<file path="src/rtl/rw_bank_arbiter.sv">
// Round-robin arbiter in front of a small flop-based read/write word bank.
// Locked bursts hold one requester for up to MAX_BURST beats; the whole bank image is exported.
module rw_bank_arbiter #(
    parameter int NREQ      = 3,
    parameter int DW        = 11,
    parameter int ROWS      = 2,
    parameter int COLS      = 4,
    parameter int MAX_BURST = 4,
    parameter int AW        = $clog2(ROWS*COLS)
) (
    input  logic                      clk,
    input  logic                      rst,
    input  logic [NREQ-1:0]           req,
    input  logic [NREQ-1:0]           req_we,
    input  logic [NREQ-1:0]           req_lock,
    input  logic [NREQ*AW-1:0]        req_addr,
    input  logic [NREQ*DW-1:0]        req_wdata,
    output logic [NREQ-1:0]           gnt,
    output logic                      rsp_valid,
    output logic [$clog2(NREQ)-1:0]   rsp_id,
    output logic [DW-1:0]             rsp_rdata,
    output logic [ROWS*COLS*DW-1:0]   bank,
    output logic                      err_addr
);
    localparam int WORDS = ROWS * COLS;
    localparam int IDW   = $clog2(NREQ);
    localparam int MW    = (WORDS > 1) ? $clog2(WORDS) : 1;
    localparam int CW    = $clog2(MAX_BURST + 1);

    typedef enum logic {ST_ARB, ST_BURST} state_t;

    state_t            state_q, state_d;
    logic [IDW-1:0]    ptr_q, ptr_d;
    logic [IDW-1:0]    owner_q, owner_d;
    logic [CW-1:0]     cnt_q, cnt_d;
    logic [DW-1:0]     mem_q [WORDS];
    logic [DW-1:0]     mem_d [WORDS];
    logic              rsp_valid_q, rsp_valid_d;
    logic [IDW-1:0]    rsp_id_q, rsp_id_d;
    logic [DW-1:0]     rsp_rdata_q, rsp_rdata_d;
    logic              err_q, err_d;

    logic [AW-1:0]     addr_arr  [NREQ];
    logic [DW-1:0]     wdata_arr [NREQ];
    logic [NREQ-1:0]   gnt_vec;
    logic              gnt_any;
    logic [IDW-1:0]    gnt_idx;

    genvar gi;
    generate
        for (gi = 0; gi < NREQ; gi++) begin : g_unpack
            assign addr_arr[gi]  = req_addr[gi*AW +: AW];
            assign wdata_arr[gi] = req_wdata[gi*DW +: DW];
        end
        for (gi = 0; gi < WORDS; gi++) begin : g_bank
            assign bank[gi*DW +: DW] = mem_q[gi];
        end
    endgenerate

    function automatic logic [IDW-1:0] next_idx(input logic [IDW-1:0] k);
        return (k == IDW'(NREQ - 1)) ? '0 : k + IDW'(1);
    endfunction

    always_comb begin
        logic [IDW-1:0] cand;
        logic [AW-1:0]  k_addr;
        logic [MW-1:0]  widx;
        logic           in_range;

        state_d     = state_q;
        ptr_d       = ptr_q;
        owner_d     = owner_q;
        cnt_d       = cnt_q;
        mem_d       = mem_q;
        rsp_valid_d = 1'b0;
        rsp_id_d    = rsp_id_q;
        rsp_rdata_d = rsp_rdata_q;
        err_d       = err_q;
        gnt_vec     = '0;
        gnt_any     = 1'b0;
        gnt_idx     = '0;
        cand        = '0;
        k_addr      = '0;
        widx        = '0;
        in_range    = 1'b0;

        // Burst owner excludes everyone else; otherwise scan from the pointer with wrap.
        if (state_q == ST_BURST) begin
            gnt_any = req[owner_q];
            gnt_idx = owner_q;
        end else begin
            for (int i = 0; i < NREQ; i++) begin
                cand = IDW'((int'(ptr_q) + i) % NREQ);
                if (!gnt_any && req[cand]) begin
                    gnt_any = 1'b1;
                    gnt_idx = cand;
                end
            end
        end
        gnt_vec[gnt_idx] = gnt_any;

        if (gnt_any) begin
            k_addr   = addr_arr[gnt_idx];
            widx     = MW'(k_addr);
            in_range = (int'(k_addr) < WORDS);
            if (!in_range) begin
                err_d = 1'b1;
            end
            if (req_we[gnt_idx]) begin
                if (in_range) begin
                    mem_d[widx] = wdata_arr[gnt_idx];
                end
            end else begin
                rsp_valid_d = 1'b1;
                rsp_id_d    = gnt_idx;
                rsp_rdata_d = in_range ? mem_q[widx] : '0;
            end
        end

        case (state_q)
            ST_ARB: begin
                if (gnt_any) begin
                    if (req_lock[gnt_idx] && (MAX_BURST > 1)) begin
                        state_d = ST_BURST;
                        owner_d = gnt_idx;
                        cnt_d   = CW'(1);
                    end else begin
                        ptr_d = next_idx(gnt_idx);
                    end
                end
            end
            ST_BURST: begin
                if (gnt_any && req_lock[owner_q] && (int'(cnt_q) + 1 < MAX_BURST)) begin
                    cnt_d = cnt_q + CW'(1);
                end else begin
                    // Burst ends by unlock, beat limit, or the owner abandoning its request.
                    state_d = ST_ARB;
                    ptr_d   = next_idx(owner_q);
                end
            end
            default: state_d = ST_ARB;
        endcase
    end

    always_ff @(posedge clk or posedge rst) begin
        if (rst) begin
            state_q     <= ST_ARB;
            ptr_q       <= '0;
            owner_q     <= '0;
            cnt_q       <= '0;
            mem_q       <= '{default: '0};
            rsp_valid_q <= 1'b0;
            rsp_id_q    <= '0;
            rsp_rdata_q <= '0;
            err_q       <= 1'b0;
        end else begin
            state_q     <= state_d;
            ptr_q       <= ptr_d;
            owner_q     <= owner_d;
            cnt_q       <= cnt_d;
            mem_q       <= mem_d;
            rsp_valid_q <= rsp_valid_d;
            rsp_id_q    <= rsp_id_d;
            rsp_rdata_q <= rsp_rdata_d;
            err_q       <= err_d;
        end
    end

    assign gnt       = gnt_vec;
    assign rsp_valid = rsp_valid_q;
    assign rsp_id    = rsp_id_q;
    assign rsp_rdata = rsp_rdata_q;
    assign err_addr  = err_q;

endmodule

</file>
<file path="config.mk">
export PLATFORM = sky130hd
export DESIGN_NAME = rw_bank_arbiter
export DESIGN_NICKNAME = d
export VERILOG_FILES = /design/src/rtl/rw_bank_arbiter.sv
export SDC_FILE = /design/constraint.sdc
export NUM_CORES = 1
export LEC_CHECK = 0
export ABC_AREA = 1
export ABC_CLOCK_PERIOD_IN_PS = 7200
export BUFFER_PORTS_ARGS = -buffer_cell sky130_fd_sc_hd__buf_2
export CAP_MARGIN = 20
export CORE_ASPECT_RATIO = 0.75
export CORE_MARGIN = 10
export CORE_UTILIZATION = 55
export CTS_CLUSTER_DIAMETER = 40
export CTS_CLUSTER_SIZE = 16
export DETAILED_ROUTE_END_ITERATION = 10
export PLACE_DENSITY = 0.88
export SKIP_LAST_GASP = 1
export SLEW_MARGIN = 15
export SYNTH_ARGS = -nofsm -noshare
export SYNTH_HDL_FRONTEND = slang
export SYNTH_SLANG_ARGS = --single-unit
export TNS_END_PERCENT = 20
</file>
<file path="constraint.sdc">
create_clock -name clk -period 7.2 [get_ports clk]
set_clock_uncertainty 0.2 [all_clocks]
set_input_delay 0.72 -clock clk [delete_from_list [all_inputs] [get_ports clk]]
set_output_delay 0.72 -clock clk [all_outputs]
set_load 0.02 [all_outputs]
</file>
Word level (Yosys, flattened, before mapping)
Index checks and enable logic that the tools add are counted.
{ "word_totals": {"register_bits": 110, "elab_cells": 113} }
{ "classes": {"add_sub_neg": 6, "div_mod_pow": 3, "magnitude_cmp": 10, "eq_ne": 7, "n_mux": 54, "n_bitwise": 5, "reduce_logical": 13} }
{ "ops": {"columns": ["cell", "count"], "rows": [
  ["bitwise mux 88 bit", 1],
  ["modulo 32 x 3 -> 32 bit, second input constant", 2],
  ["2-to-1 mux 11 bit", 5],
  ["binary-select mux 11 bit (select 3 bit)", 1],
  ["demux 11 bit (select 3 bit)", 1],
  ["modulo 3 x 3 -> 32 bit, second input constant", 1],
  ["binary-select mux 11 bit (select 2 bit)", 1],
  ["2-to-1 mux 1 bit", 19],
  ["2-to-1 mux 2 bit", 9],
  ["less-than comparator 2 x 3 -> 1 bit, second input constant", 5],
  ["2-to-1 mux 3 bit", 5],
  ["binary-select mux 1 bit (select 2 bit)", 7],
  ["AND reduction 3 bit", 3],
  ["inequality test 2 bit, second input constant", 4],
  ["binary-select mux 3 bit (select 2 bit)", 1],
  ["logical AND 1 bit", 6],
  ["one-hot mux 3 bit (2 select lines)", 1],
  ["adder 2 x 1 -> 2 bit, second input constant", 2],
  ["adder 3 x 1 -> 4 bit, second input constant", 1],
  ["== test 2 bit, second input constant", 2],
  [">= comparator 4 bit, second input constant", 1],
  ["less-than comparator 4 x 1 -> 1 bit, second input constant", 1],
  ["less-than comparator 4 x 3 -> 1 bit, second input constant", 1],
  ["inverter 3 -> 4 bit", 1],
  ["14 further kinds", 17]
]} }

Logic depth before layout (Yosys ltp)
Gate-level depths: netlist (run 1).
{ "logic_depth": {"ltp_word": 23, "mapped_depth": 24, "mapped_depth_nobuf": 21} }

Worst setup path before layout (run 1)
No wires, ideal clock.
{ "synth_timing": {"path_type": "input-to-output", "startpoint": "in req[1]", "endpoint": "out gnt[0]", "arrival_time_ps": 1905, "required_ps": 6280, "slack_ps": 4375, "stages": 4, "path_buffers": 0, "path_cell_list": "inv_1 > o31ai_1 > inv_1 > nor2_1"} }
{ "synth_via": {"elab_chain_cells": 17, "elab_cells_between_ends": 28, "classes_between": "order compare (2); mux (20); bitwise (1); reduce/logical (5)"} }
{ "synth_lines": {"columns": ["element", "line_no", "text"], "rows": [
  ["start, declared", "13", "input logic [NREQ-1:0] req,"],
  ["binary-select mux 1 bit (select 2 bit)", "94", "if (!gnt_any && req[cand]) begin"],
  ["2-to-1 mux 1 bit (implied by the code)", "94", null],
  ["2-to-1 mux 1 bit", "94", null],
  ["2-to-1 mux 1 bit", "88", "if (state_q == ST_BURST) begin"],
  ["zero test 1 bit", "94", null],
  ["logical AND 1 bit", "94", null],
  ["2-to-1 mux 1 bit", "94", null],
  ["2-to-1 mux 1 bit", "88", null],
  ["zero test 1 bit", "94", null],
  ["logical AND 1 bit", "94", null],
  ["2-to-1 mux 2 bit", "94", null],
  ["2-to-1 mux 2 bit", "88", null],
  ["less-than comparator 2 x 3 -> 1 bit (implied by the code) / >= comparator 2 x 1 -> 1 bit (equally long branches)", "100", "gnt_vec[gnt_idx] = gnt_any;"],
  ["logical AND 1 bit (implied by the code)", "100", null],
  ["2-to-1 mux 1 bit (implied by the code)", "100", null],
  ["demux 1 bit (select 2 bit)", "100", null],
  ["AND 3 bit (no source line) (*)", null, null],
  ["end, declared", "18", "output logic [NREQ-1:0] gnt,"]
]} }
Every way passes the cells marked *; elsewhere a longest branch is shown, timed or not. The select of a mux whose other input is x is not followed.

Worst setup path after layout (run 1)
{ "layout_timing": {"startpoint": "reg ptr_q[0]", "endpoint": "reg mem_q (netlist bit bank[79])"} }
{ "layout_via": {"elab_chain_cells": 23, "elab_cells_between_ends": 42, "classes_between": "add/sub (2); div (3); order compare (2); mux (27); bitwise (2); reduce/logical (6)"} }
{ "layout_lines": {"columns": ["element", "line_no", "text"], "rows": [
  ["start, declared", "33", "logic [IDW-1:0] ptr_q, ptr_d;"],
  ["start signal, assigned", "158", "ptr_q <= ptr_d;"],
  ["parallel branches: the longest is 23 deep, another holds modulo 32 x 3 -> 32 bit", null, null],
  ["end signal, assigned", "161", "mem_q <= mem_d;"],
  ["end, declared", "36", "logic [DW-1:0] mem_q [WORDS];"]
]} }
Several ways; the timed one is not identified. The select of a mux whose other input is x is not followed.
A chain may end at the register's enable or synchronous reset.

==> impl_metrics.env, run 1 <==
export IMPL_finalNetCount=1002
export IMPL_timing_rr_start="ptr_q[0]$_DFFE_PP0P_"
export IMPL_tns_ns=0
export IMPL_fp_dieW_um=140
export IMPL_drive_above_1_share_pct=22.1
export IMPL_synthArstFlopShare_pct=100
export IMPL_cts_tree="done"
export IMPL_cts_root_buffer="clkbuf_16"
export IMPL_core_area_um2=10400
export IMPL_die_h_um=110
export IMPL_firstDrtPassIters=5
export IMPL_die_area_um2=15300
export IMPL_cp_data_arrival_time_ns=4.51
export IMPL_grt_pass1_vias=5698
export IMPL_critPathRequiredTime_ns=7.21
export IMPL_path_cells="inv_1 > ha_1 > inv_2 > nand2_1 > nand3_1 > nand2_1 > nand3_1 > o31ai_1 > o21ai_1 > inv_2 > nand2_1 > nand2_2 > nor2_8 > nand2_1 > nand2_1 > o21ai_1"
export IMPL_antenna_found_initial=0
export IMPL_crit_path_start="ptr_q[0]$_DFFE_PP0P_"
export IMPL_crit_family="simple AND/OR/NAND/NOR gates"
export IMPL_netlist_top_cells_count="331 x nand2_1, 110 x dfrtp_1, 84 x nand3_1"
export IMPL_synth_cells=814
export IMPL_post_cts_resized=0
export IMPL_drtAntennaViolNets=0
export IMPL_syn_area_um2=5900
export IMPL_synth_cell_types=31
export IMPL_crit_path_end_kind="flop"
export IMPL_grt_setup_unrepaired="no"
export IMPL_synth_most_common_cell="nand2_1"
export IMPL_synth_area_top_cells="dfrtp_1 47%, nand2_1 21%, nand3_1 7.1%"
export IMPL_fmax_mhz=222
export IMPL_place_congestion=0.946
export IMPL_ys_ff_latch=110
export IMPL_relSlewSlack_pct=28.6
export IMPL_antennaDiodeCount=0
export IMPL_drt_iter0_markers=823
export IMPL_wl_mm=19.0
export IMPL_postCtsHoldBufs=0
export IMPL_hold_class="in2async"
export IMPL_cp_slowest_cell="o21ai_1"
export IMPL_path_clk_slew_ns=0.07
export IMPL_via_count=6001
export IMPL_yosys_area_top_type="dfrtp_1"
export IMPL_route_detailed_drc=0
export IMPL_clk_latency_ns=0.35
export IMPL_slowest_delay_ns=0.66
export IMPL_worstMarginPinSlew_ns=1.07
export IMPL_area_delta_synth_final_pct=18.5
export IMPL_io_pins=159
export IMPL_crit_path_frequent_cell="nand2_1"
export IMPL_start_util_pct=56.9
export IMPL_worst_path_buf_inv=3
export IMPL_grt_total_usage_pct=24.3
export IMPL_path_class="reg2reg"
export IMPL_cts_made_buffers=9
export IMPL_status="finished, final reports clean"
export IMPL_syn_avg_cell_area_um2=7.25
export IMPL_synth_top_area_share_pct=46.6
export IMPL_post_dp_hpwl_mm=14.2
export IMPL_grt_first_pass_wirelength_mm=30.1
export IMPL_report_final_slew_viol_count=0
export IMPL_post_route_period_util_pct=62.5
export IMPL_vias_per_cell=5.53
export IMPL_period_minus_slack_ns=4.50
export IMPL_post_cts_buffers=0
export IMPL_ctsLongestPathBuffers=2
export IMPL_crit_fanout=55
export IMPL_syn_nets=871
export IMPL_htree_levels=3
export IMPL_finalSetupViolCount=0
export IMPL_grt_max_degree=87
export IMPL_synth_flop_cell="dfrtp_1"
export IMPL_synth_warnings=0
export IMPL_cts_sinks=110
export IMPL_core_rowCount=32
export IMPL_grt_overflow=0
export IMPL_maxCapViolCount=0
export IMPL_start_kind="flop"
export IMPL_synth_edff_count=0
export IMPL_numPortBuffers=157
export IMPL_drt_wirelength_per_cell_um=17.5
export IMPL_final_hold_viol_count=0
export IMPL_yosysSeqAreaShare_pct=46.6
==> layout by cell type, fill, tap and decap left out, drive strengths merged, types with 2 or more instances in the layout <==
| master | instances |
|---|---|
| ha | 4 |
| clkbuf | 11 |
| a211oi | 2 |
| o31ai | 2 |
| nand3 | 87 |
| nand2 | 344 |
| o21ai | 81 |
| nor3 | 2 |
| clkinv | 3 |
| a21oi | 3 |
| buf | 161 |
| dfrtp | 110 |
| inv | 72 |
| nor2 | 48 |
| a22oi | 12 |
| clkinvlp | 2 |
==> metal layers <==
| metal | share of wire, % | global-route usage (%) | up-vias |
|---|---|---|---|
| li1 | - | - | 2838 |
| met1 | 42 | 32.8 | 2796 |
| met2 | 45 | 38.0 | 342 |
| met3 | 11 | 6.42 | 25 |
| met4 | 1.6 | 7.21 | 0 |
| met5 | 0 | 0 | - |
==> worst reg2reg max path, delay by kind of cell (launching register included) <==
family | cells | cell delay, ns
adders and majority gates | 1 | 0.40
DFF | 1 | 0.35
buffers and inverters | 3 | 0.40
AOI/OAI and AO/OA | 3 | 0.82
and+or+nand+nor | 9 | 2.17
==> final cells by class <==
class / count / area, um2
Tap cell: 136 / 170
Timing Repair Buffer: 161 / 843
Multi-Input combinational cell: 590 / 2650
Clock inverter: 5 / 58.8
Clock buffer: 11 / 243
Fill cell: 885 / 3370
Sequential cell: 110 / 2750
Inverter: 73 / 277
==> path summary, 6_finish.rpt <==
check | end | slack (ns) | depth (start not counted)
max reg2reg | bank[79]$_DFFE_PP0P_ | 2.70 | 16
min in group clk | rsp_rdata[8]$_DFFE_PP0P_ | 0.28 | 2
min | rsp_id[0]$_DFFE_PP0P_ | 0.11 | 2
max in group asynchronous | bank[4]$_DFFE_PP0P_ | 5.65 | 4
max | bank[79]$_DFFE_PP0P_ | 2.70 | 16
min reg2reg | rsp_rdata[8]$_DFFE_PP0P_ | 0.28 | 2
==> state kept, by name, summed over array words and instances (netlist names) <==
register	flops
ptr_q	2
rsp_valid	1
rsp_id	2
owner_q	2
cnt_q	3
bank	88
state_q	1
rsp_rdata	11
==> per-stage QoR <==
stage               instances  utilization [%]  worst slack (ns)  cell area, um2  hold slack (ns)
floorplan                 814                -              3.38            5900            0.305
global placement         1068             64.2              2.86            6650            0.258
detailed placement       1068             64.2              2.78            6650            0.262
CTS                      1084             67.1              2.80            6950            0.125
global route             1086             67.5              2.32            7000            0.141
finish                   1086             67.5              2.70            7000            0.114
==> logic make-up (layout without fill, tap and decap cells) <==
| family | count (synthesis) | in the layout | synth area share [%] |
|---|---|---|---|
| adders and majority gates | 4 | 4 | 0.848 |
| AOI/OAI and AO/OA | 102 | 102 | 9.69 |
| other | 1 | 1 | 0.0635 |
| and+or+nand+nor | 482 | 482 | 34.2 |
| DFF | 110 | 110 | 46.6 |
| buffers and inverters | 114 | 250 | 8.42 |
| xor gates and xnor gates | 1 | 1 | 0.148 |
Power of run 1 is left out: the tool's default activity adds up to more than one toggle a clock period on the data nets, which glitch-free logic cannot reach.
==> run 2: changes to the inputs <==
ABC_CLOCK_PERIOD_IN_PS = 3720   (was 7200)
CORE_UTILIZATION = 48   (was 55)
PLACE_DENSITY = 0.82   (was 0.88)
clock period = 3.72 ns   (was 7.2 ns; I/O delays follow)
==> impl_metrics.env, run 2 (same netlist as run 1, synthesis figures left out) <==
export IMPL_relSlewSlack_pct=36.5
export IMPL_die_area_um2=17200
export IMPL_cts_made_buffers=9
export IMPL_cts_tree="done"
export IMPL_die_h_um=116
export IMPL_grt_max_degree=88
export IMPL_crit_path_start="ptr_q[0]$_DFFE_PP0P_"
export IMPL_htree_levels=3
export IMPL_via_count=5986
export IMPL_fin_hold_ws_ns=0.187
export IMPL_route_detailed_drc=0
export IMPL_core_rowCount=34
export IMPL_firstDrtPassIters=7
export IMPL_grt_setup_unrepaired="no"
export IMPL_drtAntennaViolNets=0
export IMPL_cp_data_arrival_time_ns=3.43
export IMPL_drt_iter0_markers=668
export IMPL_core_area_um2=11800
export IMPL_crit_path_end_kind="flop"
export IMPL_area_delta_synth_final_pct=22.5
export IMPL_mostFrequentLayoutCells="329 x nand2_1, 157 x buf_2, 110 x dfrtp_1"
export IMPL_worstHoldStart="req_addr[7]"
export IMPL_grt_pass1_vias=5695
export IMPL_grt_total_usage_pct=22.4
export IMPL_place_congestion=0.937
export IMPL_grt_overflow=0
export IMPL_timing_rr_start="ptr_q[0]$_DFFE_PP0P_"
export IMPL_finalSetupViolCount=0
export IMPL_finalNetCount=1016
export IMPL_maxCapViolCount=0
export IMPL_period_minus_slack_ns=3.40
export IMPL_largest_reg_flops=88
export IMPL_cts_root_buffer="clkbuf_16"
export IMPL_vias_per_cell=5.32
export IMPL_fin_util_pct=61.1
export IMPL_clk_latency_ns=0.36
export IMPL_hold_path_depth=4
export IMPL_critPathRequiredTime_ns=3.75
export IMPL_path_class="reg2reg"
export IMPL_fill_cells=1106
export IMPL_status="finished, final reports clean"
export IMPL_drive_above_1_share_pct=23.7
export IMPL_path_clk_slew_ns=0.07
export IMPL_grt_first_pass_wirelength_mm=30.7
export IMPL_antennaDiodeCount=0
export IMPL_start_kind="flop"
export IMPL_wl_mm=19.5
export IMPL_r2r_cells=20
export IMPL_final_common_cell="nand2_1"
export IMPL_ctsLongestPathBuffers=2
export IMPL_hold_class="in2reg"
export IMPL_worstMarginPinSlew_ns=0.944
export IMPL_crit_fanout=22
export IMPL_antenna_found_initial=0
export IMPL_final_hold_viol_count=0
export IMPL_io_pins=159
export IMPL_drt_wirelength_per_cell_um=17.3
export IMPL_tns_ns=0
export IMPL_cts_sinks=110
export IMPL_fp_dieW_um=148
export IMPL_report_final_slew_viol_count=0
export IMPL_post_route_period_util_pct=91.5
export IMPL_numPortBuffers=157
export IMPL_start_util_pct=49.9
export IMPL_post_dp_hpwl_mm=14.3
export IMPL_fmax_mhz=294
[run 2: cell type report]
cell class	count	area, um2	share of cell area [%]
inverters	73	277	3.83
repair buffers	175	961	13.3
well taps	162	203	2.80
clock inverters	7	121	1.68
flip-flops and latches	110	2750	38.1
clock buffers	9	225	3.12
multi-input cells	590	2690	37.2
[run 2: stage by stage]
stage                     std cells  setup WS, ns  area, um2
after floorplan                 814         0.246       5900
after global placement         1105         0.215       6790
after detailed placement       1105         0.102       6790
after CTS                      1121        0.0543       7140
after global routing           1126        0.0141       7230
final                          1126         0.317       7230
[run 2: timing repair]
action                                  in CTS  in global routing
gates resized for setup                      0                  9
endpoints found under the setup margin       0                 95
hold buffers                                 0                  1
hold endpoints to repair                     0                 43
setup buffers                                0                  3
[run 2: final timing paths]
kind                       slack (ns)                        end
setup / recovery                 0.32       bank[44]$_DFFE_PP0P_
hold / removal                   0.19        bank[9]$_DFFE_PP0P_
setup reg to reg                 0.32       bank[44]$_DFFE_PP0P_
hold reg to reg                  0.28   rsp_rdata[4]$_DFFE_PP0P_
max in group asynchronous        2.14       bank[58]$_DFFE_PP0P_
min in group asynchronous        0.42  rsp_rdata[10]$_DFFE_PP0P_
[run 2: critical path, stage by stage (launching register included)]
cell and delay, ns:
dfrtp_1 0.36, inv_1 0.07, ha_1 0.37, inv_2 0.12, nand3_1 0.09, nand2_1 0.11
nand3_2 0.11, inv_2 0.07, nand2_1 0.04, nand2_1 0.08, nand2_2 0.09, nand2_2 0.22
nand2_1 0.13, inv_2 0.19, nand2_1 0.09, nand3_2 0.10, nand2_4 0.09, nor2_8 0.32
nand2_4 0.23, nand2_1 0.11, o21ai_1 0.07
[run 2: layer usage]
metal | share of wire [%] | track usage, % | wire, um
met1 | 43 | 30.5 | 8470
met2 | 44 | 33.7 | 8510
met3 | 11 | 7.95 | 2200
met4 | 1.6 | 4.94 | 316
met5 | 0 | 0 | 0
Power of run 2 is left out for the same reason.
